==> config.mk <==
export PLATFORM = sky130hd
export DESIGN_NAME = classifier_frame_driver
export DESIGN_NICKNAME = d
export VERILOG_FILES = /design/src/rtl/classifier_pkg.sv /design/src/rtl/classifier_sample_deser.sv /design/src/rtl/cmn_regs.sv /design/src/rtl/classifier_frame_driver.sv
export SDC_FILE = /design/constraint.sdc
export NUM_CORES = 1
export LEC_CHECK = 0
export CAP_MARGIN = 20
export CORE_MARGIN = 5
export CORE_UTILIZATION = 50
export CTS_CLUSTER_DIAMETER = 40
export CTS_CLUSTER_SIZE = 28
export DETAILED_ROUTE_END_ITERATION = 12
export PLACE_DENSITY = 0.85
export SLEW_MARGIN = 10
export SYNTH_ARGS = -nofsm -noshare
export SYNTH_HDL_FRONTEND = slang
export SYNTH_SLANG_ARGS = --single-unit
==> constraint.sdc <==
create_clock -name clk -period 3 [get_ports clk]
set_input_delay 0.6 -clock clk [delete_from_list [all_inputs] [get_ports clk]]
set_output_delay 0.6 -clock clk [all_outputs]
set_load 0.05 [all_outputs]
==> src/rtl/classifier_pkg.sv <==
// Shared types and constants for the classifier frame driver slice.
// Holds the FSM state encoding and the config-channel register addresses.
package classifier_pkg;

    typedef enum logic [1:0] {
        FILL  = 2'd0,
        ISSUE = 2'd1,
        WAIT  = 2'd2,
        OUT   = 2'd3
    } state_t;

    localparam logic [1:0] CFG_CUTOFF_FREQ   = 2'd0;
    localparam logic [1:0] CFG_CUTOFF_MAG    = 2'd1;
    localparam logic [1:0] CFG_SAMPLING_FREQ = 2'd2;

endpackage

==> src/rtl/classifier_sample_deser.sv <==
// Word-serial to frame deserializer: writes each accepted word into the next
// buffer slot and flags the slot that completes a frame.
module classifier_sample_deser #(
    parameter int BIT_WIDTH = 32,
    parameter int N_SAMPLES = 8
) (
    input  logic                 clk,
    input  logic                 reset,
    input  logic                 en,
    input  logic                 clr,
    input  logic [BIT_WIDTH-1:0] d,
    output logic [BIT_WIDTH-1:0] q [N_SAMPLES],
    output logic                 last
);

    localparam int              CNT_W    = $clog2(N_SAMPLES);
    localparam logic [CNT_W-1:0] CNT_LAST = CNT_W'(N_SAMPLES - 1);

    logic [CNT_W-1:0] cnt;
    logic [CNT_W-1:0] cnt_next;

    assign last = (cnt == CNT_LAST);

    // The counter wraps on the frame-completing word, so the next frame starts at slot 0.
    assign cnt_next = (clr || last) ? '0 : cnt + CNT_W'(1);

    cmn_EnResetReg #(.W(CNT_W)) cnt_reg (
        .clk   (clk),
        .reset (reset),
        .en    (en || clr),
        .d     (cnt_next),
        .q     (cnt)
    );

    arr_EnResetReg #(.W(BIT_WIDTH), .N(N_SAMPLES)) buf_reg (
        .clk   (clk),
        .reset (reset),
        .en    (en),
        .addr  (cnt),
        .d     (d),
        .q     (q)
    );

endmodule

==> src/rtl/cmn_regs.sv <==
// Common enable/reset register primitives: a plain word register and an
// addressed register array, both with synchronous active-high reset.
module cmn_EnResetReg #(
    parameter int             W           = 1,
    parameter logic [W-1:0]   RESET_VALUE = '0
) (
    input  logic         clk,
    input  logic         reset,
    input  logic         en,
    input  logic [W-1:0] d,
    output logic [W-1:0] q
);

    always_ff @(posedge clk) begin
        if (reset)
            q <= RESET_VALUE;
        else if (en)
            q <= d;
    end

endmodule

module arr_EnResetReg #(
    parameter int W   = 32,
    parameter int N   = 8,
    parameter int A_W = (N > 1) ? $clog2(N) : 1
) (
    input  logic           clk,
    input  logic           reset,
    input  logic           en,
    input  logic [A_W-1:0] addr,
    input  logic [W-1:0]   d,
    output logic [W-1:0]   q [N]
);

    always_ff @(posedge clk) begin
        if (reset) begin
            for (int i = 0; i < N; i++)
                q[i] <= '0;
        end else if (en) begin
            q[addr] <= d;
        end
    end

endmodule

==> src/rtl/classifier_frame_driver.sv <==
// Producer-side partner of the classifier: collects a frame, offers it with the
// config words, takes the verdict back and forwards it tagged with a sequence number.
module classifier_frame_driver
    import classifier_pkg::*;
#(
    parameter int BIT_WIDTH = 32,
    parameter int N_SAMPLES = 8,
    parameter int SEQ_W     = 8
) (
    input  logic                 clk,
    input  logic                 reset,
    input  logic                 smp_val,
    output logic                 smp_rdy,
    input  logic [BIT_WIDTH-1:0] smp_msg,
    input  logic                 cfg_val,
    output logic                 cfg_rdy,
    input  logic [1:0]           cfg_addr,
    input  logic [BIT_WIDTH-1:0] cfg_data,
    output logic                 frm_val,
    input  logic                 frm_rdy,
    output logic [BIT_WIDTH-1:0] frm_msg [N_SAMPLES],
    output logic                 cf_val,
    input  logic                 cf_rdy,
    output logic [BIT_WIDTH-1:0] cf_msg,
    output logic                 cm_val,
    input  logic                 cm_rdy,
    output logic [BIT_WIDTH-1:0] cm_msg,
    output logic                 sf_val,
    input  logic                 sf_rdy,
    output logic [BIT_WIDTH-1:0] sf_msg,
    input  logic                 cls_val,
    output logic                 cls_rdy,
    input  logic                 cls_msg,
    output logic                 res_val,
    input  logic                 res_rdy,
    output logic [SEQ_W:0]       res_msg
);

    state_t           state;
    logic             smp_fire;
    logic             cfg_fire;
    logic             frm_fire;
    logic             cls_fire;
    logic             res_fire;
    logic             last;
    logic             verdict;
    logic [SEQ_W-1:0] seq;
    logic             unused_cfg_rdys;

    assign smp_fire = smp_val && smp_rdy;
    assign cfg_fire = cfg_val && cfg_rdy;
    assign frm_fire = frm_val && frm_rdy;
    assign cls_fire = cls_val && cls_rdy;
    assign res_fire = res_val && res_rdy;

    // The classifier raises all four readies together, so the frame handshake alone paces ISSUE.
    assign unused_cfg_rdys = ^{cf_rdy, cm_rdy, sf_rdy};

    classifier_sample_deser #(.BIT_WIDTH(BIT_WIDTH), .N_SAMPLES(N_SAMPLES)) deser (
        .clk   (clk),
        .reset (reset),
        .en    (smp_fire),
        .clr   (state != FILL),
        .d     (smp_msg),
        .q     (frm_msg),
        .last  (last)
    );

    cmn_EnResetReg #(.W(BIT_WIDTH)) cf_reg (
        .clk(clk), .reset(reset), .en(cfg_fire && cfg_addr == CFG_CUTOFF_FREQ),
        .d(cfg_data), .q(cf_msg)
    );

    cmn_EnResetReg #(.W(BIT_WIDTH)) cm_reg (
        .clk(clk), .reset(reset), .en(cfg_fire && cfg_addr == CFG_CUTOFF_MAG),
        .d(cfg_data), .q(cm_msg)
    );

    cmn_EnResetReg #(.W(BIT_WIDTH)) sf_reg (
        .clk(clk), .reset(reset), .en(cfg_fire && cfg_addr == CFG_SAMPLING_FREQ),
        .d(cfg_data), .q(sf_msg)
    );

    cmn_EnResetReg #(.W(1)) verdict_reg (
        .clk(clk), .reset(reset), .en(cls_fire), .d(cls_msg), .q(verdict)
    );

    cmn_EnResetReg #(.W(SEQ_W)) seq_reg (
        .clk(clk), .reset(reset), .en(res_fire), .d(seq + SEQ_W'(1)), .q(seq)
    );

    assign res_msg = {seq, verdict};

    // cfg_rdy drops for ISSUE only, so the config words cannot move while offered.
    always_ff @(posedge clk) begin
        if (reset) begin
            state   <= FILL;
            smp_rdy <= 1'b1;
            cfg_rdy <= 1'b1;
            frm_val <= 1'b0;
            cf_val  <= 1'b0;
            cm_val  <= 1'b0;
            sf_val  <= 1'b0;
            cls_rdy <= 1'b0;
            res_val <= 1'b0;
        end else begin
            case (state)
                FILL: if (smp_fire && last) begin
                    state   <= ISSUE;
                    smp_rdy <= 1'b0;
                    cfg_rdy <= 1'b0;
                    frm_val <= 1'b1;
                    cf_val  <= 1'b1;
                    cm_val  <= 1'b1;
                    sf_val  <= 1'b1;
                end
                ISSUE: if (frm_fire) begin
                    state   <= WAIT;
                    frm_val <= 1'b0;
                    cf_val  <= 1'b0;
                    cm_val  <= 1'b0;
                    sf_val  <= 1'b0;
                    cfg_rdy <= 1'b1;
                    cls_rdy <= 1'b1;
                end
                WAIT: if (cls_fire) begin
                    state   <= OUT;
                    cls_rdy <= 1'b0;
                    res_val <= 1'b1;
                end
                OUT: if (res_fire) begin
                    state   <= FILL;
                    res_val <= 1'b0;
                    smp_rdy <= 1'b1;
                end
                default: state <= FILL;
            endcase
        end
    end

endmodule

Word level (Yosys, flattened, before mapping)
Cells that the tools add are included.

Flip-flop bits (word level): 371. Input port bits: 77. Output and inout port bits: 369. Word-level logic and storage cells: 81.

$add $sub $neg: 2. Order comparisons: 2. Equal/unequal tests: 10. Mux-type cells: 22. Bitwise gates (word level): 1. Reduce and logical (&&, ||, !) cells: 24.

Operator list (count): bitwise mux 256 bit (1); demux 32 bit (select 3 bit) (1); 2-to-1 mux 32 bit (1); AND reduction 3 bit (4); logical AND 1 bit (10); case mux 1 bit (2 select lines) (5); nonzero test 2 bit (5); adder 8 x 1 -> 8 bit, second input constant (1); 2-to-1 mux 1 bit (8); 2-to-1 mux 2 bit (4); != test 2 bit, second input constant (4); case mux 2 bit (4 select lines) (1); equality test 2 bit, second input constant (3); equality test 2 x 1 -> 1 bit, second input constant (2); greater-or-equal comparator 4 bit, second input constant (1); zero test 2 bit (2); < comparator 4 x 1 -> 1 bit, second input constant (1); inverter 3 -> 4 bit (1); AND reduction 4 bit (1); adder 3 x 1 -> 3 bit, second input constant (1); equality test 3 bit, second input constant (1); 2-to-1 mux 3 bit (1); logical OR 1 bit (2).

Depth between registers and ports, before layout
Gate-level depths: netlist of the first run.

Depth after elaboration: 6. Gate-level depth with buffers: 6. Mapped depth without buffers: 5.

Cells and area by module
From an unflattened synthesis of the first run, not the netlist that was laid out.

Cell total of the unflattened synthesis: 1327. Area total of the unflattened synthesis: 14550.2 sq um.

Modules (own cells, without submodules): arr_EnResetReg (instances 1, cells an instance 906, area an instance 10032.1 sq um, seq. area each 5124.9 sq um); cmn_EnResetReg at cf_reg ... (instances 3, cells an instance 103, area an instance 1163.6 sq um, seq. area each 640.6 sq um); classifier_frame_driver (instances 1, cells an instance 68, area an instance 555.5 sq um, seq. area each 140.1 sq um); cmn_EnResetReg at seq_reg (instances 1, cells an instance 26, area an instance 285.3 sq um, seq. area each 160.2 sq um); cmn_EnResetReg at deser.cnt_reg (instances 1, cells an instance 9, area an instance 101.3 sq um, seq. area each 60.1 sq um); classifier_sample_deser (instances 1, cells an instance 6, area an instance 51.3 sq um, seq. area each 0.0 sq um); cmn_EnResetReg at verdict_reg (instances 1, cells an instance 3, area an instance 33.8 sq um, seq. area each 20.0 sq um).

Worst setup path before layout of the first run
OpenSTA, ideal clock, no wires.

Path kind: register to register. From: register smp_rdy. To: register deser.buf_reg.q[0] (netlist name). Library setup time: 0.132 ns. Arrival time: 1.556 ns. Required time: 2.868 ns. Setup slack: 1.312 ns. Stages on the path, launching flop included: 7. Buffers on the path: 3. Clock period less this slack: 1.688 ns. Cell sequence: dfxtp_1 > buf_2 > nand2_1 > buf_4 > clkbuf_1 > o21ai_0 > a21oi_1.

Cells in the longest elaborated chain, start to end: 1.

RTL lines: start, declared (line classifier_frame_driver.sv:13) `output logic smp_rdy,`; start signal, assigned (line classifier_frame_driver.sv:98) `smp_rdy <= 1'b1;`; start signal, assigned (line classifier_frame_driver.sv:110) `smp_rdy <= 1'b0;`; start signal, assigned (line classifier_frame_driver.sv:134) `smp_rdy <= 1'b1;`; logical AND 1 bit (line classifier_frame_driver.sv:50) `assign smp_fire = smp_val && smp_rdy;`; end signal, assigned by index (line cmn_regs.sv:39) `q[i] <= '0;`; end signal, assigned by index (line cmn_regs.sv:41) `q[addr] <= d;`; end, declared (line cmn_regs.sv:33) `output logic [W-1:0] q [N]`.

Every way passes these cells. A chain may end at the register's enable or synchronous reset.

Worst setup path in the final report of the first run
From: register sf_val. To: output port sf_val.

RTL lines: start, declared (line classifier_frame_driver.sv:28) `output logic sf_val,`; start signal, assigned (line classifier_frame_driver.sv:103) `sf_val <= 1'b0;`; start signal, assigned (line classifier_frame_driver.sv:115) `sf_val <= 1'b1;`; start signal, assigned (line classifier_frame_driver.sv:122) `sf_val <= 1'b0;`.

No word-level cell between the ends.

==> qor.yml, run 1 <==
status: "completed"
grt_first_pass_wirelength_um: 79800
synthMuxAreaShare_pct: 0.210
cts.path.max_buffers: 3
synth_fp_nets: 1831
synth_edf_count: 0
hold_viol: 0
hold_end: "cm_reg.q[15]$_SDFFE_PP0P_"
pwr-share-comb_pct: 10.9
critPathMaxFanout: 7
grt_setup_unrepaired: "false"
fin_util_pct: 71.7
post_cts_buffers: 0
grt_usage_pct: 31.1
worst_hold_path_type: "flip-flop to flip-flop"
drtIter0Drc: 1734
ant_nets: 0
syn2layout_area_growth_pct: 40.7
core_area_sq_um: 28000
r2r_cells: 5
root_buffer: "clkbuf_16"
yosys.area_share.adder_pct: 0.614
clock_power_share_pct: 46.0
cts_tree: "built"
clk_latency_ns: 0.53
wl_per_cell_um: 21.3
first_global_vias: 14227
tns_ns: 0
synth_seq_cells: 371
antenna_found_initial: 1
vdd_drop_max_v: 0.000485
syn_area_per_cell_sq_um: 8.17
dpl_cell_area_sq_um: 18600
layout-drive-gt1-share_pct: 5.85
timing.rr.start: "smp_rdy$_SDFFE_PP1P_"
ys_seq_area_share_pct: 52.1
drt-pass1-iter-count: 6
cts_buffers: 44
fp.dieArea_sq_um: 32000
async_flop_share_pct: 0
ys_types: 46
crit_arrival_ns: 1.97
drc: 0
path_buf_inv: 1
intPower_mw: 8.61
fmax_mhz: 389
p_total_mw: 11.8
cp_top_family: "buffers and inverters"
power_density_nw_per_um2: 589
cp_cell_sequence: "clkdlybuf4s50_1"
cp-start-kind: "flip-flop"
clock-sinks: 371
slew_violations: 0
start_util_pct: 50.9
slew_headroom_pct: 45.4
fin_crit_ns: 2.57
setup_viol: 0
switching_share_pct: 27.2
hp-start: "cm_reg.q[15]$_SDFFE_PP0P_"
vias: 14714
placed_cells: 2385
p_leak_nw: 6.59
yosys.area_share.simple_pct: 16.6
viasPerCell: 5.97
die_x_um: 179
post_cts_resized: 0
final_cells: 2466
r2r_slack_ns: 0.97
drv_cap: 0
syn-cell-area_sq_um: 14300
max_stage_delay_ns: 0.91
yosysWarnings: 0
power_frac_seq_pct: 43.1
end_kind: "primary output"
row_count: 61
post-dp-hpwl_um: 33700
p_sw_mw: 3.22
ys.flop_type: "dfxtp_1"
holdBufCountCts: 0
h-tree-depth: 2
grt_max_degree: 129
wirelength_um: 52600
cp_num_cells: 1
hold_slack_ns: 0.453
final_area_sq_um: 20100
post-route-period-util_pct: 85.8
final_nets: 2137
fin_ws_ns: 0.427
io_buffers: 442
fillers: 2013
clkTransAtPathRegs_ns: 0.06
cp.required_ns: 2.40
synth_xor_area_share_pct: 0.123
holdPathStages: 2
worst_slew_pin_slew_ns: 0.818
slowest_stage: "clkdlybuf4s50_1"
timing.rr.end: "deser.buf_reg.q[136]$_SDFFE_PP0P_"
overflow: 0
place_ws_ns: 0.526
crit_type: "flip-flop to primary output"
synth_top_family_by_area: "compound AO/OA/AOI/OAI gates"
chipHeight_um: 179
fin_skew_ns: 0.0143
synth_compound_area_share_pct: 22.9
synth_cells: 1747
pin_count: 446
place_congestion: 0.864
## area by class of cell
cell class | count | area [sq um] | share of cell area (%)
timing repair buffer | 472 | 4830 | 24.1
inverter | 8 | 30.0 | 0.150
sequential | 371 | 7430 | 37.0
clock buffer | 54 | 1200 | 5.98
multi-input combinational | 1156 | 5810 | 29.0
clock inverter | 26 | 300 | 1.50
tap | 378 | 473 | 2.36
antenna | 1 | 2.50 | 0.0125
## logic make-up after synthesis
family | after synthesis
compound gates | 641
fa+ha+maj | 7
flops | 371
buf+inv | 220
simple gates | 503
mux | 3
xor+xnor | 2
## power by group through the flow
stage	combinational [mW]	sequential [mW]	clock (mW)
finish	1.29	5.10	5.44
global route	1.35	5.11	5.72
CTS	1.28	5.10	5.47
detailed placement	1.27	5.21	0
global placement	1.25	5.20	0
floorplan	0.444	5.56	0
## cell usage after synthesis (2+ instances only)
cell type	instances	area (sq um)
dfxtp_1	371	7430
a21oi_1	366	1830
nand3_1	261	1310
nand2_1	204	766
o21ai_0	159	796
clkbuf_1	118	443
o21ai_1	103	515
buf_2	51	255
buf_4	24	180
buf_6	13	146
inv_1	8	30.0
ha_1	7	87.6
buf_1	6	22.5
nand2b_1	5	31.3
nand4b_1	4	35.0
nor2_1	4	15.0
mux2i_1	3	30.0
nand4_1	3	18.8
or3_1	3	18.8
a21boi_0	2	15.0
and3_1	2	12.5
and3b_1	2	17.5
and4b_1	2	20.0
o31ai_1	2	15.0
or4_1	2	15.0
xor2_1	2	17.5
## worst max path at each step
stage	start	slack, ns	endpoint
floorplan	smp_rdy$_SDFFE_PP1P_	1.31	deser.buf_reg.q[0]$_SDFFE_PP0P_
global placement	smp_val	0.57	deser.buf_reg.q[250]$_SDFFE_PP0P_
detailed placement	smp_val	0.53	deser.buf_reg.q[244]$_SDFFE_PP0P_
CTS	sf_val$_SDFFE_PP0P_	0.40	sf_val
global route	res_val$_SDFFE_PP0P_	0.39	res_val
finish	sf_val$_SDFFE_PP0P_	0.43	sf_val
## cells in the final DEF, fill, tap and decap left out, drive strengths merged, types with 4 or more instances in the layout
cell type	n
dfxtp	371
clkbuf	54
o21ai	262
inv	22
nand4b	4
a21oi	366
nand3	263
nor2	4
clkinvlp	5
nand2	204
clkdlybuf4s50	441
ha	7
clkinv	4
nand2b	5
buf	31
## registers in the layout, summed over array words and instances (netlist names)
| name | cells |
|---|---|
| cls_rdy | 1 |
| smp_rdy | 1 |
| sf_reg.q | 32 |
| verdict_reg.q | 1 |
| cf_reg.q | 32 |
| seq_reg.q | 8 |
| cfg_rdy | 1 |
| sf_val | 1 |
| cm_reg.q | 32 |
| res_val | 1 |
| state | 2 |
| deser.cnt_reg.q | 3 |
| deser.buf_reg.q | 256 |
## per-layer routing
metal / vias to the layer above / track usage, % / wire [um]
li1: 6682 / - / -
met1: 6890 / 36.4 / 18600
met2: 943 / 49.7 / 23900
met3: 199 / 11.9 / 7070
met4: 0 / 16.2 / 3030
met5: - / 0 / 0
No activity file was read; power rests on OpenSTA's default activity.
==> run 2: changes to the inputs <==
- PLACE_DENSITY: 0.85 -> 0.92
==> run 2 against run 1 <==
  * Design area barely moved
  * Sequential cell count did not move
  * Hold slack got worse by 0.00069 ns
  * Critical path depth did not move
  * Sequential power barely moved
  * Via count rose by 3.2%
  * Critical endpoint is now cf_val
  * Largest power group unchanged
  * Highest routed layer unchanged
==> qor.yml, run 2 (synthesis gave the netlist of run 1 again) <==
fin_skew_ns: 0.0116
final_cells: 2466
multi_input_area_sq_um: 5810
worst_hold_path_type: "flip-flop to flip-flop"
hold_viol: 0
endpoint: "cf_val"
timing.rr.end: "deser.buf_reg.q[229]$_SDFFE_PP0P_"
clkTransAtPathRegs_ns: 0.06
chipHeight_um: 179
cp_num_cells: 1
cp_top_family: "buffers and inverters"
pin_count: 446
slew_headroom_pct: 49.9
drv_cap: 0
overflow: 0
max_stage_delay_ns: 0.93
wirelength_um: 55500
cts_buffers: 45
layout_common_cells: "clkdlybuf4s50_1 (441), dfxtp_1 (371), a21oi_1 (366), nand3_1 (260), nand2_1 (203)"
crit_arrival_ns: 2.03
ant_nets: 0
io_buffers: 442
drc: 0
status: "completed"
start_util_pct: 50.9
grt_max_degree: 129
holdPathStages: 2
layout-drive-gt1-share_pct: 5.99
slew_violations: 0
hold_slack_ns: 0.452
place_congestion: 0.880
slowest_stage: "clkdlybuf4s50_1"
register_area_sq_um: 7430
h-tree-depth: 2
largest_reg_flops: 256
grt_first_pass_wirelength_um: 82800
viasPerCell: 6.16
clock-sinks: 371
mostFrequentLayoutCell: "clkdlybuf4s50_1"
post-route-period-util_pct: 87.8
syn2layout_area_growth_pct: 40.7
cp-start-kind: "flip-flop"
wl_per_cell_um: 22.5
tns_ns: 0
post_cts_resized: 0
row_count: 61
die_x_um: 179
power_density_nw_per_um2: 588
fillers: 1896
antenna_found_initial: 0
grt_usage_pct: 32.5
grt_setup_unrepaired: "false"
drt-pass1-iter-count: 7
fmax_mhz: 380
vdd_drop_max_v: 0.000561
final_nets: 2137
clk_latency_ns: 0.54
post_cts_buffers: 0
crit_type: "flip-flop to primary output"
end_kind: "primary output"
worst_slew_pin_slew_ns: 0.751
vias: 15184
antenna_cells: 0
holdBufCountCts: 0
root_buffer: "clkbuf_16"
first_global_vias: 14525
cts_tree: "built"
r2r_cells: 5
fp.dieArea_sq_um: 32000
core_area_sq_um: 28000
setup_viol: 0
p_total_mw: 11.8
drtIter0Drc: 2211
placed_cells: 2384
cp_cell_sequence: "clkdlybuf4s50_1"
top_register: "deser.buf_reg.q"
fin_crit_ns: 2.63
r2r_slack_ns: 0.99
path_buf_inv: 1
crit_start: "sf_val$_SDFFE_PP0P_"
p_leak_nw: 6.59
cp.required_ns: 2.40
cts.path.max_buffers: 3
timing.rr.start: "smp_rdy$_SDFFE_PP1P_"
critPathMaxFanout: 7
post-dp-hpwl_um: 34600
==> run 2: cell types whose count changed in the layout (fill, tap and decap cells not counted), sizes merged <==
cell / previous run / this run
clkbuf: 54 / 53
buf: 31 / 30
diode: 1 / 0
bufinv: 3 / 1
inv: 22 / 19
clkinv: 4 / 12
==> run 2: power breakdown <==
group / internal, mW / switching, mW
sequential: 5.03 / 0.0679
clock: 3.08 / 2.32
combinational: 0.387 / 0.921
total: 8.50 / 3.31
==> run 2: area by class of cell <==
type                    count  share of cell area [%]
flip-flops and latches    371                    37.0
multi-input cells        1156                    29.0
repair buffers            471                    24.0
clock buffers              53                    6.01
well taps                 378                    2.36
clock inverters            29                    1.54
inverters                   8                   0.150
==> run 2: metal layers <==
metal / global-route usage, % / part of all wire (%) / vias to the layer above / wire length (um)
met2: 52.6 / 46 / 1149 / 25300
met5: 0 / 0 / - / 0
li1: - / - / 6687 / -
met3: 12.2 / 15 / 264 / 8070
met4: 18.1 / 6.3 / 0 / 3510
met1: 37.1 / 34 / 7084 / 18700
==> run 2: worst min path at each step <==
stage / to / start
2_1_floorplan: verdict_reg.q$_SDFFE_PP0N_ / verdict_reg.q$_SDFFE_PP0N_
3_3_place_gp: cm_reg.q[9]$_SDFFE_PP0P_ / cm_reg.q[9]$_SDFFE_PP0P_
3_5_place_dp: cf_reg.q[27]$_SDFFE_PP0P_ / cf_reg.q[27]$_SDFFE_PP0P_
4_1_cts: cm_reg.q[23]$_SDFFE_PP0P_ / cm_reg.q[23]$_SDFFE_PP0P_
5_1_grt: cf_reg.q[17]$_SDFFE_PP0P_ / cf_reg.q[17]$_SDFFE_PP0P_
6_report: cm_reg.q[23]$_SDFFE_PP0P_ / cm_reg.q[23]$_SDFFE_PP0P_
==> run 2: per-stage QoR <==
| stage | worst slack, ns | util, % | cell area [sq um] |
|---|---|---|---|
| final | 0.367 | 71.6 | 20100 |
| after global routing | 0.280 | 71.6 | 20100 |
| after CTS | 0.325 | 71.6 | 20100 |
| after detailed placement | 0.517 | 66.2 | 18600 |
| after global placement | 0.622 | 66.2 | 18600 |
| after floorplan | 1.31 | - | 14300 |
==> run 3: changes to the inputs <==
--- a/config.mk
+++ b/config.mk
@@ -13,4 +13,5 @@
 export DETAILED_ROUTE_END_ITERATION = 12
 export PLACE_DENSITY = 0.92
+export SKIP_LAST_GASP = 1
 export SLEW_MARGIN = 10
 export SYNTH_ARGS = -nofsm -noshare
==> constraint.sdc (replaced) <==
create_clock -name clk -period 3 [get_ports clk]
set_input_delay 0.6 -clock clk [delete_from_list [all_inputs] [get_ports clk]]
set_output_delay 0.6 -clock clk [all_outputs]
set_load 0.01 [all_outputs]
==> run 3 against run 2 <==
  * Clock skew grew 0.019 ns
  * Sequential power is essentially flat
  * Non-clock buffer count grew 4
  * Largest power group unchanged
==> qor.yml, run 3 (synthesis gave the netlist of run 1 again) <==
end_kind: "primary output"
final_nets: 2139
fmax_mhz: 434
drt-pass1-iter-count: 6
start_util_pct: 50.9
slew_headroom_pct: 51.9
io_buffers: 442
root_buffer: "clkbuf_16"
crit_type: "flip-flop to primary output"
hold_viol: 0
tns_ns: 0
holdBufCountCts: 0
antenna_found_initial: 1
ant_nets: 0
cts.path.max_buffers: 3
path_buf_inv: 1
crit_arrival_ns: 1.70
post_cts_buffers: 0
clock-sinks: 371
core_area_sq_um: 28000
register_area_sq_um: 7430
crit_start: "sf_val$_SDFFE_PP0P_"
wl_per_cell_um: 22.3
grt_first_pass_wirelength_um: 82300
drv_cap: 0
chipHeight_um: 179
worst_hold_path_type: "flip-flop to flip-flop"
timing.rr.start: "deser.cnt_reg.q[1]$_SDFFE_PP0P_"
cp-start-kind: "flip-flop"
placed_cells: 2388
h-tree-depth: 2
clkTransAtPathRegs_ns: 0.06
max_stage_delay_ns: 0.62
cts_buffers: 43
top_register: "deser.buf_reg.q"
dpl_cell_area_sq_um: 18600
hold_slack_ns: 0.452
drtIter0Drc: 2045
viasPerCell: 6.12
die_x_um: 179
post-route-period-util_pct: 76.8
grt_usage_pct: 32.3
place_congestion: 0.890
overflow: 0
fillers: 1861
drc: 0
grt_max_degree: 92
cp_cell_sequence: "clkdlybuf4s50_1"
layout_common_cells: "clkdlybuf4s50_1 (441), dfxtp_1 (371), a21oi_1 (366), nand3_1 (260), nand2_1 (203)"
fp.dieArea_sq_um: 32000
multi_input_area_sq_um: 5810
vias: 15108
fin_crit_ns: 2.30
worst_slew_pin_slew_ns: 0.719
post_cts_resized: 0
first_global_vias: 14823
slowest_stage: "clkdlybuf4s50_1"
place_ws_ns: 0.549
p_total_mw: 11.3
cts_tree: "built"
mostFrequentLayoutCell: "clkdlybuf4s50_1"
final_cells: 2468
setup_viol: 0
critPathMaxFanout: 7
pin_count: 446
fin_skew_ns: 0.0307
cp.required_ns: 2.40
grt_setup_unrepaired: "false"
slew_violations: 0
status: "completed"
post-dp-hpwl_um: 35000
row_count: 61
cp_top_family: "buffers and inverters"
layout-drive-gt1-share_pct: 5.99
fin_util_pct: 71.6
fin_ws_ns: 0.696
largest_reg_flops: 256
hp-start: "sf_reg.q[22]$_SDFFE_PP0P_"
p_leak_nw: 6.60
vdd_drop_max_v: 0.000493
clk_latency_ns: 0.55
syn2layout_area_growth_pct: 40.6
final_area_sq_um: 20100
wirelength_um: 55000
power_density_nw_per_um2: 564
[run 3: changes by cell type in the layout (fill, tap and decap cells not counted), sizes merged]
cell / before / now
buf: 30 / 34
bufinv: 1 / 2
clkbuf: 53 / 48
clkinv: 12 / 15
clkinvlp: 5 / 3
diode: 0 / 2
inv: 19 / 18
[run 3: layer usage]
layer / track usage, % / wire [um] / vias up
met3: 12.1 / 7920 / 259
li1: - / - / 6687
met2: 52.5 / 25100 / 1104
met4: 17.4 / 3350 / 0
met1: 36.8 / 18600 / 7058
met5: 0 / 0 / -
[run 3: area by class of cell]
type	count	area share, %
flip-flops and latches	371	37.0
multi-input cells	1156	29.0
repair buffers	475	24.3
clock buffers	48	5.56
well taps	378	2.36
clock inverters	30	1.63
inverters	8	0.150
diodes	2	0.0250
[run 3: power breakdown]
group | leakage, nW | internal (mW) | switching, mW
Clock | 0.706 | 2.96 | 2.26
Sequential | 3.00 | 5.03 | 0.0663
Combinational | 2.89 | 0.393 | 0.607
[run 3: final timing paths]
path	depth (start not counted)	slack, ns	to
worst min register to register	2	0.45	sf_reg.q[22]$_SDFFE_PP0P_
worst min-delay path	2	0.45	sf_reg.q[22]$_SDFFE_PP0P_
worst max register to register	5	1.02	state[1]$_SDFFE_PP0P_
worst max-delay path	1	0.70	cm_val
